<file path="src/rtl/pipeline_hazard_ctrl.sv">
// Load-use / redirect hazard controller for the IF/ID and ID/EX pipe registers.
// Optional HAZARD_PERF_CNT_EN adds saturating stall/flush event counters.
module pipeline_hazard_ctrl #(
  parameter int LOAD_STALL_CYCLES = 1,
  parameter int FLUSH_CYCLES      = 2,
  parameter int CNT_W             = 4
) (
  input  logic       clk,
  input  logic       reset,
  input  logic [4:0] id_rs,
  input  logic [4:0] id_rt,
  input  logic       id_uses_rt,
  input  logic       idex_memread,
  input  logic [4:0] idex_rt,
  input  logic       redirect,
  output logic       pc_write,
  output logic       ifid_write,
  output logic       ifid_flush,
  output logic       idex_bubble,
  output logic [1:0] ctrl_state
`ifdef HAZARD_PERF_CNT_EN
  ,
  output logic [31:0] stall_count,
  output logic [31:0] flush_count
`endif
);

  typedef enum logic [1:0] {
    RUN   = 2'b00,
    STALL = 2'b01,
    FLUSH = 2'b10
  } state_e;

  localparam logic [CNT_W-1:0] STALL_LOAD = CNT_W'(LOAD_STALL_CYCLES - 1);
  localparam logic [CNT_W-1:0] FLUSH_LOAD = CNT_W'(FLUSH_CYCLES - 1);
  localparam logic [CNT_W-1:0] CNT_ONE    = CNT_W'(1);

  state_e           state_q, state_d;
  logic [CNT_W-1:0] cnt_q, cnt_d;
  logic             hazard;

  assign hazard = idex_memread && (idex_rt != 5'd0) &&
                  ((idex_rt == id_rs) || (id_uses_rt && (idex_rt == id_rt)));

  // Reset row overrides everything; redirect outranks hazard in every state.
  always_comb begin
    pc_write    = 1'b1;
    ifid_write  = 1'b1;
    ifid_flush  = 1'b0;
    idex_bubble = 1'b0;
    ctrl_state  = state_q;
    if (reset) begin
      pc_write    = 1'b0;
      ifid_flush  = 1'b1;
      idex_bubble = 1'b1;
      ctrl_state  = RUN;
    end else if (redirect) begin
      ifid_flush  = 1'b1;
      idex_bubble = 1'b1;
    end else begin
      case (state_q)
        STALL: begin
          pc_write    = 1'b0;
          ifid_write  = 1'b0;
          idex_bubble = 1'b1;
        end
        FLUSH: begin
          ifid_flush  = 1'b1;
          idex_bubble = 1'b1;
        end
        default: begin
          if (hazard) begin
            pc_write    = 1'b0;
            ifid_write  = 1'b0;
            idex_bubble = 1'b1;
          end
        end
      endcase
    end
  end

  always_comb begin
    state_d = state_q;
    cnt_d   = cnt_q;
    if (redirect) begin
      if (FLUSH_CYCLES > 1) begin
        state_d = FLUSH;
        cnt_d   = FLUSH_LOAD;
      end else begin
        state_d = RUN;
        cnt_d   = '0;
      end
    end else begin
      case (state_q)
        RUN: begin
          if (hazard && (LOAD_STALL_CYCLES > 1)) begin
            state_d = STALL;
            cnt_d   = STALL_LOAD;
          end
        end
        STALL, FLUSH: begin
          if (cnt_q == CNT_ONE) begin
            state_d = RUN;
            cnt_d   = '0;
          end else begin
            cnt_d = cnt_q - CNT_ONE;
          end
        end
        default: begin
          state_d = RUN;
          cnt_d   = '0;
        end
      endcase
    end
  end

  always_ff @(posedge clk) begin
    if (reset) begin
      state_q <= RUN;
      cnt_q   <= '0;
    end else begin
      state_q <= state_d;
      cnt_q   <= cnt_d;
    end
  end

`ifdef HAZARD_PERF_CNT_EN
  logic [31:0] stall_count_q, flush_count_q;

  always_ff @(posedge clk) begin
    if (reset) begin
      stall_count_q <= '0;
      flush_count_q <= '0;
    end else begin
      if (!pc_write && (stall_count_q != 32'hFFFF_FFFF)) stall_count_q <= stall_count_q + 32'd1;
      if (redirect && (flush_count_q != 32'hFFFF_FFFF)) flush_count_q <= flush_count_q + 32'd1;
    end
  end

  // Counters read zero for the whole reset cycle, not only after the clearing edge.
  assign stall_count = reset ? '0 : stall_count_q;
  assign flush_count = reset ? '0 : flush_count_q;
`endif

endmodule
</file>
<file path="config.mk">
export PLATFORM = sky130hd
export DESIGN_NAME = pipeline_hazard_ctrl
export DESIGN_NICKNAME = d
export VERILOG_FILES = /design/src/rtl/pipeline_hazard_ctrl.sv
export SDC_FILE = /design/constraint.sdc
export NUM_CORES = 1
export LEC_CHECK = 0
export BUFFER_PORTS_ARGS = -buffer_cell sky130_fd_sc_hd__buf_2
export CORE_AREA = 3 3 40 42
export CTS_CLUSTER_SIZE = 25
export DETAILED_ROUTE_END_ITERATION = 8
export DIE_AREA = 0 0 43 45
export GPL_TIMING_DRIVEN = 0
export PLACE_DENSITY = 0.72
export SETUP_SLACK_MARGIN = 0.3
export SLEW_MARGIN = 20
export SYNTH_ARGS = -nofsm -noshare
export SYNTH_HDL_FRONTEND = slang
export SYNTH_SLANG_ARGS = --single-unit
export TNS_END_PERCENT = 20
</file>
<file path="constraint.sdc">
create_clock -name clk -period 2.2 [get_ports clk]
set_clock_uncertainty 0.15 [all_clocks]
set_input_delay 0.22 -clock clk [delete_from_list [all_inputs] [get_ports clk]]
set_output_delay 0.22 -clock clk [all_outputs]
set_load 0.01 [all_outputs]
</file>
Word-level counts from Yosys, hierarchy flattened
Index checks and enable logic that the tools add are counted.
- flip-flop bits (word level): 6
- bits in latches: 0
- memory bits (writable): 0
- memory bits (read-only): 0
- word-level logic and storage cells: 43
- memories: 0
- $add $sub $neg: 1
- $mul: 0
- divide/modulo/power cells: 0
- $lt $le $gt $ge: 0
- equal/unequal tests: 8
- shift operators: 0
- muxes and demuxes: 19
- bitwise gates (word level): 1
- reduce and logical (&&, ||, !) cells: 10
- operator list (operator ; number):
    two-way mux 1 bit ; 12
    equality test 5 bit ; 2
    one-hot mux 4 bit (2 select lines) ; 1
    two-way mux 2 bit ; 3
    nonzero test 5 bit ; 1
    equality test 4 x 1 -> 1 bit, second input constant ; 1
    two-way mux 4 bit ; 1
    one-hot mux 2 bit (2 select lines) ; 1
    AND reduction 2 bit ; 2
    OR reduction 2 bit ; 2
    subtractor 4 x 1 -> 4 bit, second input constant ; 1
    logical AND 1 bit ; 3
    != test 3 x 1 -> 1 bit, second input constant ; 1
    equality test 2 x 1 -> 1 bit, second input constant ; 1
    equality test 2 bit, second input constant ; 1
    logical NOT 2 bit ; 1
    != test 2 x 1 -> 1 bit, second input constant ; 1
    != test 2 bit, second input constant ; 1
    one-hot mux 1 bit (2 select lines) ; 1
    logical OR 1 bit ; 1
    NOT 1 bit ; 1

Depth between registers and ports, before layout
Gate-level depths: netlist (run 1).
- word-level depth: 8
- mapped depth: 5

Worst setup path after synthesis (run 1)
Ideal clock, no wire load.
- path type: register to output
- start: register state_q[1]
- end: output port ifid_write
- data arrival time: 1.234 ns
- path slack: 0.596 ns
- cell stages (with the launch flop): 4
- cell sequence: dfxtp_1 > buf_2 > or3_1 > or3_1
- word-level cells in the longest chain between the ends: 4
- elaborated cells between the ends (all ways): 5
- classes of those cells: 2 x eq/ne; 3 x mux
- ends and longest elaborated chain (item ; line ; text):
    start, declared ; 38 ; state_e state_q, state_d;
    start signal, assigned ; 122 ; state_q <= state_d;
    equality test 2 bit or equality test 2 x 1 -> 1 bit (tied branches) ; 61 ; case (state_q)
    one-hot mux 1 bit (2 select lines) (*) ; 61 ;
    two-way mux 1 bit (*) ; 57 ; end else if (redirect) begin
    two-way mux 1 bit (*) ; 52 ; if (reset) begin
    end, declared ; 17 ; output logic ifid_write,
Mark *: on every way between the ends. The rest lies on a longest branch, timed or not.

Final worst setup path (run 1)
- start: input port idex_rt[3]
- end: output port ifid_write
- word-level cells in the longest chain between the ends: 8
- elaborated cells between the ends (all ways): 11
- classes of those cells: 2 x eq/ne; 4 x mux; 5 x reduce/logical
- ends and longest elaborated chain (item ; line ; text):
    start, declared ; 14 ; input logic [4:0] idex_rt,
    equality test 5 bit ; 43 ; ((idex_rt == id_rs) || (id_uses_rt && (idex_rt == id_rt)));
    logical AND 1 bit ; 43 ;
    logical OR 1 bit ; 43 ;
    logical AND 1 bit (*) ; 42 ; assign hazard = idex_memread && (idex_rt != 5'd0) &&
    two-way mux 1 bit (*) ; 72 ; if (hazard) begin
    one-hot mux 1 bit (2 select lines) (*) ; 61 ;
    two-way mux 1 bit (*) ; 57 ;
    two-way mux 1 bit (*) ; 52 ;
Marks and branches as above.

==> results of run 1 <==
[flip-flops by register name (all words and copies together) (netlist names)]
name,count
cnt_q,4
state_q,1
[worst max path at each step]
stage	endpoint	cells after the start	slack, ps	from
after floorplan	ifid_write	3	600	state_q[1]
after global placement	ifid_write	6	350	idex_rt[3]
after detailed placement	pc_write	6	350	idex_rt[3]
after CTS	ifid_write	4	320	state_q[1]
after global routing	pc_write	6	260	idex_rt[3]
final	ifid_write	6	330	idex_rt[3]
[timing repair]
item / 4_1_cts / 5_1_grt
hold buffers: 0 / 0
resized for setup: 3 / 1
setup endpoints to repair: 1 / 2
hold endpoints to repair: 0 / 0
[cell type report]
| cell class | count | area [sq um] | share of cell area (%) |
|---|---|---|---|
| Multi-Input combinational cell | 40 | 302 | 50.5 |
| Timing Repair Buffer | 24 | 120 | 20.1 |
| Sequential cell | 5 | 100 | 16.8 |
| Clock buffer | 4 | 26.3 | 4.40 |
| Buffer | 2 | 18.8 | 3.14 |
| Tap cell | 15 | 18.8 | 3.14 |
| Inverter | 3 | 11.3 | 1.89 |
[layout by cell type, fill, tap and decap left out]
cell type,Yosys,routed
nor4_2,1,1
or4_1,1,1
conb_1,1,1
a311o_1,1,1
a32oi_2,0,1
clkbuf_4,0,3
dfxtp_1,5,5
ha_1,2,2
nor2_1,8,8
nand2_1,2,2
xor2_1,11,11
o21ai_1,1,1
buf_2,1,24
nor2b_1,1,1
nor3_1,1,1
buf_6,0,1
xnor2_1,2,2
buf_4,1,1
inv_1,3,3
clkbuf_1,0,1
o41a_1,1,1
o21bai_1,1,1
a2111oi_0,1,1
or3_1,2,1
nor4b_1,1,1
or3_4,0,1
a21oi_1,1,1
[logic make-up after synthesis]
kind of cell / count (synthesis) / share of synthesized area, %
DFF: 5 / 24.2
adders and majority gates: 2 / 6.06
AOI/OAI and AO/OA: 7 / 13.6
and+or+nand+nor: 17 / 21.8
xor gates and xnor gates: 13 / 27.6
buffers and inverters: 5 / 5.76
other: 1 / 0.908
[metrics by stage]
step	setup WS, ps	hold slack [ps]	std cells	util, %
finish	330	82.1	93	46.4
global route	260	99.6	93	46.4
CTS	319	72.8	93	45.9
detailed placement	348	332	89	42.9
global placement	353	321	89	42.9
floorplan	596	142	50	-
[report_power, final]
group | switching, W | internal (W) | total, W
clock network | 0.0000383 | 0.0000686 | 0.000107
logic | 0.0000421 | 0.0000431 | 0.0000851
registers | 0.00000450 | 0.0000965 | 0.000101
[worst max-delay path, delay by kind of cell]
kind                   cells  cell delay (ps)
buffers and inverters      2              260
AND/OR/NAND/NOR            2              680
XOR/XNOR                   1              160
AO/OA/AOI/OAI              1              170
[layer usage]
layer / share of wire [%] / GRT usage [%] / wire length (um) / vias to the layer above
met4: 2.7 / 10.8 / 26 / 0
met3: 16 / 3.19 / 154 / 4
li1: - / - / - / 224
met1: 39 / 10.8 / 372 / 185
met5: 0 / 0 / 0 / -
met2: 42 / 17.4 / 400 / 26
==> flow_metrics.env, run 1 <==
export IMPL_clkTransAtPathRegs_ps=40
export IMPL_cts_sinks=5
export IMPL_power_leakage_nw=0.277
export IMPL_cp_data_required_time_ps=1830
export IMPL_endpoint_kind="primary output"
export IMPL_setup_tns_ps=0
export IMPL_ys_flop_type="dfxtp_1"
export IMPL_grt_pass1_wl_um=1520
export IMPL_synth_async_sr_flop_share_pct=0
export IMPL_r2r_end="cnt_q[1]"
export IMPL_postLayoutCellArea_sq_um=597
export IMPL_nets=101
export IMPL_clock_path_buffers=2
export IMPL_synth_cells=50
export IMPL_power_density_mw_per_mm2=491
export IMPL_nFillCells=138
export IMPL_run_status="finished clean"
export IMPL_clock_latency_ps=240
export IMPL_post_route_period_util_pct=85.0
export IMPL_rsz0062_at_grt="yes"
export IMPL_antenna_left=0
export IMPL_avgRoutedWirePerCell_um=10.2
export IMPL_power_w=0.000293
export IMPL_synth_cell_types=23
export IMPL_holdPathStages=2
export IMPL_die_width_um=43
export IMPL_syn_nets=72
export IMPL_crit_type="in -> out"
export IMPL_crit_top_cell="buf_2"
export IMPL_cp_arrival_ps=1500
export IMPL_io_pins=26
export IMPL_postPlaceCellArea_sq_um=552
export IMPL_drv_cap=0
export IMPL_rows=13
export IMPL_cts_buffers=3
export IMPL_cts_tree="yes"
export IMPL_grtUsageTotal_pct=10.7
export IMPL_num_vias=439
export IMPL_cp_max_fo=3
export IMPL_dr_first_iter_drc_count=0
export IMPL_portBuffers=24
export IMPL_post_cts_buffers=0
export IMPL_grt_max_degree=11
export IMPL_ys_top_cells_by_count="11 x xor2_1, 8 x nor2_1, 5 x dfxtp_1"
export IMPL_cts_root_buf="clkbuf_4"
export IMPL_clock_fmax_ghz=0.535
export IMPL_ys_ff_latch=5
export IMPL_timing_hold_violations_final=0
export IMPL_yosys_warnings=0
export IMPL_max_stage_delay_ps=370
export IMPL_worstReg2RegStart="cnt_q[0]"
export IMPL_overflow=0
export IMPL_hold_path_class="in -> reg"
export IMPL_hold_start="redirect"
export IMPL_yosysSeqAreaShare_pct=24.2
export IMPL_min_period_ps=1870
export IMPL_finalMaxSlewViolations=0
export IMPL_firstDrtPassIters=1
export IMPL_floorplan_initialDensity_pct=32.1
export IMPL_setup_viol=0
export IMPL_synth_edf_count=0
export IMPL_core_sq_mm=0.00128
export IMPL_synth_area_leaders="dfxtp_1 24%, xor2_1 23%, nor2_1 7.3%, ha_1 6.1%, xnor2_1 4.2%"
export IMPL_htree_levels=1
export IMPL_area_growth_pct=44.5
export IMPL_die_h_um=45
export IMPL_drc_errors=0
export IMPL_grt_pass1_vias=405
export IMPL_worstHoldEndpoint="cnt_q[1]"
export IMPL_routed_wl_um=953
export IMPL_setup_reg_to_reg_worst_slack_ps=860
export IMPL_synth_top_cell_area_share_pct=24.2
export IMPL_antenna_found_initial=0
export IMPL_synth_area_leader_cell="dfxtp_1"
export IMPL_slowest_stage="or3_1"
export IMPL_syn_cell_area_sq_um=413
export IMPL_ir_drop_v=0.000234
export IMPL_synth_most_common_cell="xor2_1"
export IMPL_dp_hpwl_um=773
export IMPL_worstRegToRegCells=3
export IMPL_syn_avg_cell_area_sq_um=8.26
export IMPL_vias_per_cell=4.72
export IMPL_place_congestion=0.763
export IMPL_antenna_cells=0
export IMPL_path_cells="buf_2, xor2_1, nor4_2, a32oi_2, or3_1, buf_2"
export IMPL_fp_dieArea_sq_mm=0.00194
export IMPL_critPathLaunchType="input pin"
export IMPL_drive_above_1_share_pct=41.0
Note: power is estimated with default switching activity, not from simulation.
==> inputs of run 2 (changes only) <==
- PLACE_DENSITY: 0.72 -> 0.65
==> flow_metrics.env, run 2 (synthesis gave the netlist of run 1 again) <==
export IMPL_timing_hold_violations_final=0
export IMPL_cts_sinks=5
export IMPL_grtUsageMet2_pct=16.2
export IMPL_die_width_um=43
export IMPL_dr_first_iter_drc_count=5
export IMPL_htree_levels=1
export IMPL_drv_cap=0
export IMPL_clock_fmax_ghz=0.526
export IMPL_max_stage_delay_ps=400
export IMPL_die_h_um=45
export IMPL_area_growth_pct=48.5
export IMPL_run_status="finished clean"
export IMPL_grt_max_degree=11
export IMPL_clock_path_buffers=2
export IMPL_reg_top3="cnt_q: 4 flops, state_q: 1 flops"
export IMPL_final_common_cell="buf_2"
export IMPL_regMostFlops="cnt_q"
export IMPL_cts_root_buf="clkbuf_4"
export IMPL_path_cells="buf_2, xor2_1, nor4_2, a32oi_1, o41a_1, buf_2"
export IMPL_rsz0062_at_grt="yes"
export IMPL_power_leakage_nw=0.287
export IMPL_cp_arrival_ps=1530
export IMPL_avgRoutedWirePerCell_um=10.6
export IMPL_setup_tns_ps=0
export IMPL_cts_buffers=3
export IMPL_routed_wl_um=1020
export IMPL_vias_per_cell=4.64
export IMPL_antenna_cells=0
export IMPL_grtUsageTotal_pct=10.4
export IMPL_endpoint_kind="primary output"
export IMPL_slowest_stage="o41a_1"
export IMPL_use_met3_pct=5.98
export IMPL_ir_drop_v=0.000285
export IMPL_whs_ps=72.0
export IMPL_hold_path_class="in -> reg"
export IMPL_post_route_period_util_pct=86.4
export IMPL_cp_data_required_time_ps=1830
export IMPL_hold_buffers=0
export IMPL_largest_reg_flops=4
export IMPL_layout_common_cells="24 x buf_2, 11 x xor2_1, 8 x nor2_1, 4 x buf_4, 4 x dfxtp_1"
export IMPL_clkTransAtPathRegs_ps=50
export IMPL_crit_top_cell="buf_2"
export IMPL_regArea_sq_um=101
export IMPL_crit_type="in -> out"
export IMPL_overflow=0
export IMPL_floorplan_initialDensity_pct=32.1
export IMPL_critPathLaunchType="input pin"
export IMPL_place_congestion=0.720
export IMPL_nets=104
export IMPL_drive_above_1_share_pct=43.2
export IMPL_drc_errors=0
export IMPL_clock_latency_ps=240
export IMPL_cts_tree="yes"
export IMPL_nFillCells=132
export IMPL_top_usage_layer="met2"
export IMPL_portBuffers=24
export IMPL_power_density_mw_per_mm2=485
export IMPL_firstDrtPassIters=3
export IMPL_use_met1_pct=11.2
export IMPL_core_sq_mm=0.00128
export IMPL_setup_viol=0
export IMPL_grt_pass1_wl_um=1460
export IMPL_grt_pass1_vias=376
export IMPL_cp_max_fo=3
export IMPL_antenna_found_initial=0
export IMPL_num_vias=445
export IMPL_fp_dieArea_sq_mm=0.00194
export IMPL_antenna_left=0
export IMPL_finalMaxSlewViolations=0
export IMPL_io_pins=26
export IMPL_min_period_ps=1900
export IMPL_rows=13
export IMPL_multiInputGateArea_sq_um=294
export IMPL_dp_hpwl_um=745
==> run 2: cell count changes in the layout (fill, tap and decap cells not counted) <==
cell     previous run  this run
buf_4               1         4
a32oi_1             0         1
a32oi_2             1         0
dfxtp_1             5         4
dfxtp_2             0         1
==> run 2: area by class of cell <==
cell class / count / share of cell area (%)
multi-input cells: 40 / 48.0
repair buffers: 27 / 23.3
flip-flops and latches: 5 / 16.5
clock buffers: 4 / 4.29
plain buffers: 2 / 3.06
well taps: 15 / 3.06
inverters: 3 / 1.84
==> run 2: per-stage QoR <==
step	utilization (%)	instances	power (W)	area [sq um]	setup WS (ps)
detailed placement	42.9	89	0.000184	552	314
floorplan	-	50	0.000149	413	596
finish	47.7	96	0.000297	613	300
global route	47.7	96	0.000321	613	258
global placement	42.9	89	0.000183	552	335
CTS	45.9	93	0.000298	589	303
==> run 2: worst max-delay path, delay by kind of cell <==
kind            cells  cell delay (ps)
compound gates      2              590
xor+xnor            1              160
buf+inv             2              270
simple gates        1              290
==> run 2: report_power, final <==
group | leakage, nW | switching (W) | internal (W)
sequential | 0.0414 | 0.00000433 | 0.0000967
clock | 0.0150 | 0.0000381 | 0.0000686
combinational | 0.231 | 0.0000428 | 0.0000469
total | 0.287 | 0.0000853 | 0.000212
==> run 2: path summary, 6_finish.rpt <==
path	from	to	slack, ps	cells past startpoint
max	idex_rt[3]	pc_write	300	6
min	reset	state_q[1]	70	2
max reg2reg	state_q[1]	cnt_q[3]	800	6
min reg2reg	cnt_q[1]	cnt_q[1]	350	2
==> run 2: per-layer routing <==
layer  wire [um]  part of all wire, %  up-vias
li1            -                    -      229
met1         417                   41      190
met2         449                   44       26
met3         150                   15        0
met4           0                    0        0
met5           0                    0        -
==> run 2: repair_timing <==
item / CTS / global route
setup endpoints to repair: 1 / 2
setup buffers: 0 / 3
resized for setup: 3 / 1
pin swaps: 0 / 2
==> inputs of run 3 (changes only) <==
- clock period: 2.2 -> 1.8 ns (I/O delays scaled with it)
==> flow_metrics.env, run 3 (synthesis gave the netlist of run 1 again) <==
export IMPL_power_leakage_nw=0.283
export IMPL_r2r_end="cnt_q[1]"
export IMPL_firstDrtPassIters=3
export IMPL_combinationalPowerShare_pct=29.0
export IMPL_dr_first_iter_drc_count=2
export IMPL_critPathLaunchType="input pin"
export IMPL_grt_max_degree=10
export IMPL_hold_buffers=0
export IMPL_run_status="finished clean"
export IMPL_overflow=0
export IMPL_cts_buffers=3
export IMPL_avgRoutedWirePerCell_um=9.65
export IMPL_rows=13
export IMPL_final_common_cell="buf_2"
export IMPL_place_congestion=0.763
export IMPL_grt_pass1_wl_um=1440
export IMPL_postLayoutCellArea_sq_um=611
export IMPL_setup_viol=0
export IMPL_setup_reg_to_reg_worst_slack_ps=470
export IMPL_power_density_mw_per_mm2=591
export IMPL_min_period_ps=1780
export IMPL_worstReg2RegStart="cnt_q[0]"
export IMPL_io_pins=26
export IMPL_cp_data_required_time_ps=1470
export IMPL_largest_reg_flops=4
export IMPL_finalMaxSlewViolations=0
export IMPL_endpoint_kind="primary output"
export IMPL_reg_top3="cnt_q: 4 flops, state_q: 1 flops"
export IMPL_hold_path_class="in -> reg"
export IMPL_grt_pass1_vias=375
export IMPL_postPlaceCellArea_sq_um=562
export IMPL_crit_type="in -> out"
export IMPL_power_w=0.000361
export IMPL_num_vias=436
export IMPL_cp_arrival_ps=1450
export IMPL_grtUsageTotal_pct=10.3
export IMPL_routed_wl_um=907
export IMPL_p_switching_w=0.000104
export IMPL_dp_hpwl_um=741
export IMPL_whs_ps=25.9
export IMPL_timing_hold_violations_final=0
export IMPL_clkTransAtPathRegs_ps=40
export IMPL_regMostFlops="cnt_q"
export IMPL_ir_drop_v=0.000446
export IMPL_clock_latency_ps=250
export IMPL_die_h_um=45
export IMPL_drv_cap=0
export IMPL_antenna_found_initial=0
export IMPL_cts_sinks=5
export IMPL_p_int_w=0.000257
export IMPL_switching_share_pct=28.8
export IMPL_cp_max_fo=3
export IMPL_fp_dieArea_sq_mm=0.00194
export IMPL_cp_endpoint="ifid_write"
export IMPL_nets=102
export IMPL_cts_root_buf="clkbuf_4"
export IMPL_drc_errors=0
export IMPL_setup_ws_ps=22.0
export IMPL_layout_common_cells="23 x buf_2, 11 x xor2_1, 8 x nor2_1, 4 x dfxtp_1"
export IMPL_crit_start="idex_rt[3]"
export IMPL_seq_power_share_pct=34.3
export IMPL_rsz0062_at_grt="yes"
export IMPL_die_width_um=43
export IMPL_vias_per_cell=4.64
export IMPL_clock_fmax_ghz=0.562
export IMPL_area_growth_pct=47.9
export IMPL_antenna_left=0
export IMPL_antenna_cells=0
export IMPL_pre_cts_slack_ps=23.6
export IMPL_clock_power_share_pct=36.7
export IMPL_portBuffers=24
export IMPL_cts_tree="yes"
export IMPL_worstRegToRegCells=3
export IMPL_clock_path_buffers=2
export IMPL_drive_above_1_share_pct=43.0
export IMPL_floorplan_initialDensity_pct=32.1
export IMPL_core_sq_mm=0.00128
export IMPL_post_route_period_util_pct=98.8
export IMPL_htree_levels=1
-- run 3: cell count changes in the layout (fill, tap and decap cells not counted) --
cell,delta
buf_4,-2
a2111oi_0,-1
a2111oi_1,+1
buf_2,-1
buf_6,+1
or3_1,-1
or3_4,+1
-- run 3: worst min-delay path by stage --
stage                        start         end  slack, ps  cells past startpoint
final                     redirect    cnt_q[1]         30                      2
after global routing         reset  state_q[1]         40                      2
after CTS                    reset    cnt_q[0]         20                      2
after detailed placement     reset    cnt_q[0]        290                      2
after global placement       reset    cnt_q[0]        280                      2
after floorplan              reset    cnt_q[0]        100                      1
-- run 3: per-layer routing --
metal  global-route usage [%]  vias to the layer above  wire (um)
li1                         -                      226          -
met1                     11.4                      183        375
met2                     15.9                       25        388
met3                     4.38                        2        128
met4                     7.23                        0         14
met5                        0                        -          0
-- run 3: timing repair --
action / CTS / global route
buffers inserted: 1 / 0
endpoints found under the setup margin: 4 / 4
resized for setup: 3 / 2
-- run 3: layout make-up --
cell class                      count  area (sq um)
Timing Repair Buffer               25           134
Sequential cell                     5           101
Buffer                              2          18.8
Fill cell                         130           674
Tap cell                           15          18.8
Multi-Input combinational cell     40           300
Inverter                            3          11.3
Clock buffer                        4          26.3
-- run 3: per-stage QoR --
step | std cells | TNS (ps) | util [%]
finish | 94 | 0 | 47.5
detailed placement | 89 | 0 | 43.7
global route | 94 | -49.9 | 47.5
global placement | 89 | 0 | 43.7
floorplan | 50 | 0 | -
CTS | 94 | 0 | 47.3
-- run 3: critical path, stage by stage --
cell and delay [ps]:
buf_2 120, xor2_1 160, nor4_2 260, a32oi_1 180, or3_4 410, buf_6 130
-- run 3: power groups by stage --
| stage | combinational (W) | clock [W] | sequential [W] |
|---|---|---|---|
| CTS | 0.000105 | 0.000142 | 0.000123 |
| global placement | 0.0000990 | 0 | 0.000125 |
| global route | 0.000118 | 0.000149 | 0.000124 |
| floorplan | 0.0000594 | 0 | 0.000124 |
| detailed placement | 0.000100 | 0 | 0.000125 |
| finish | 0.000105 | 0.000132 | 0.000124 |
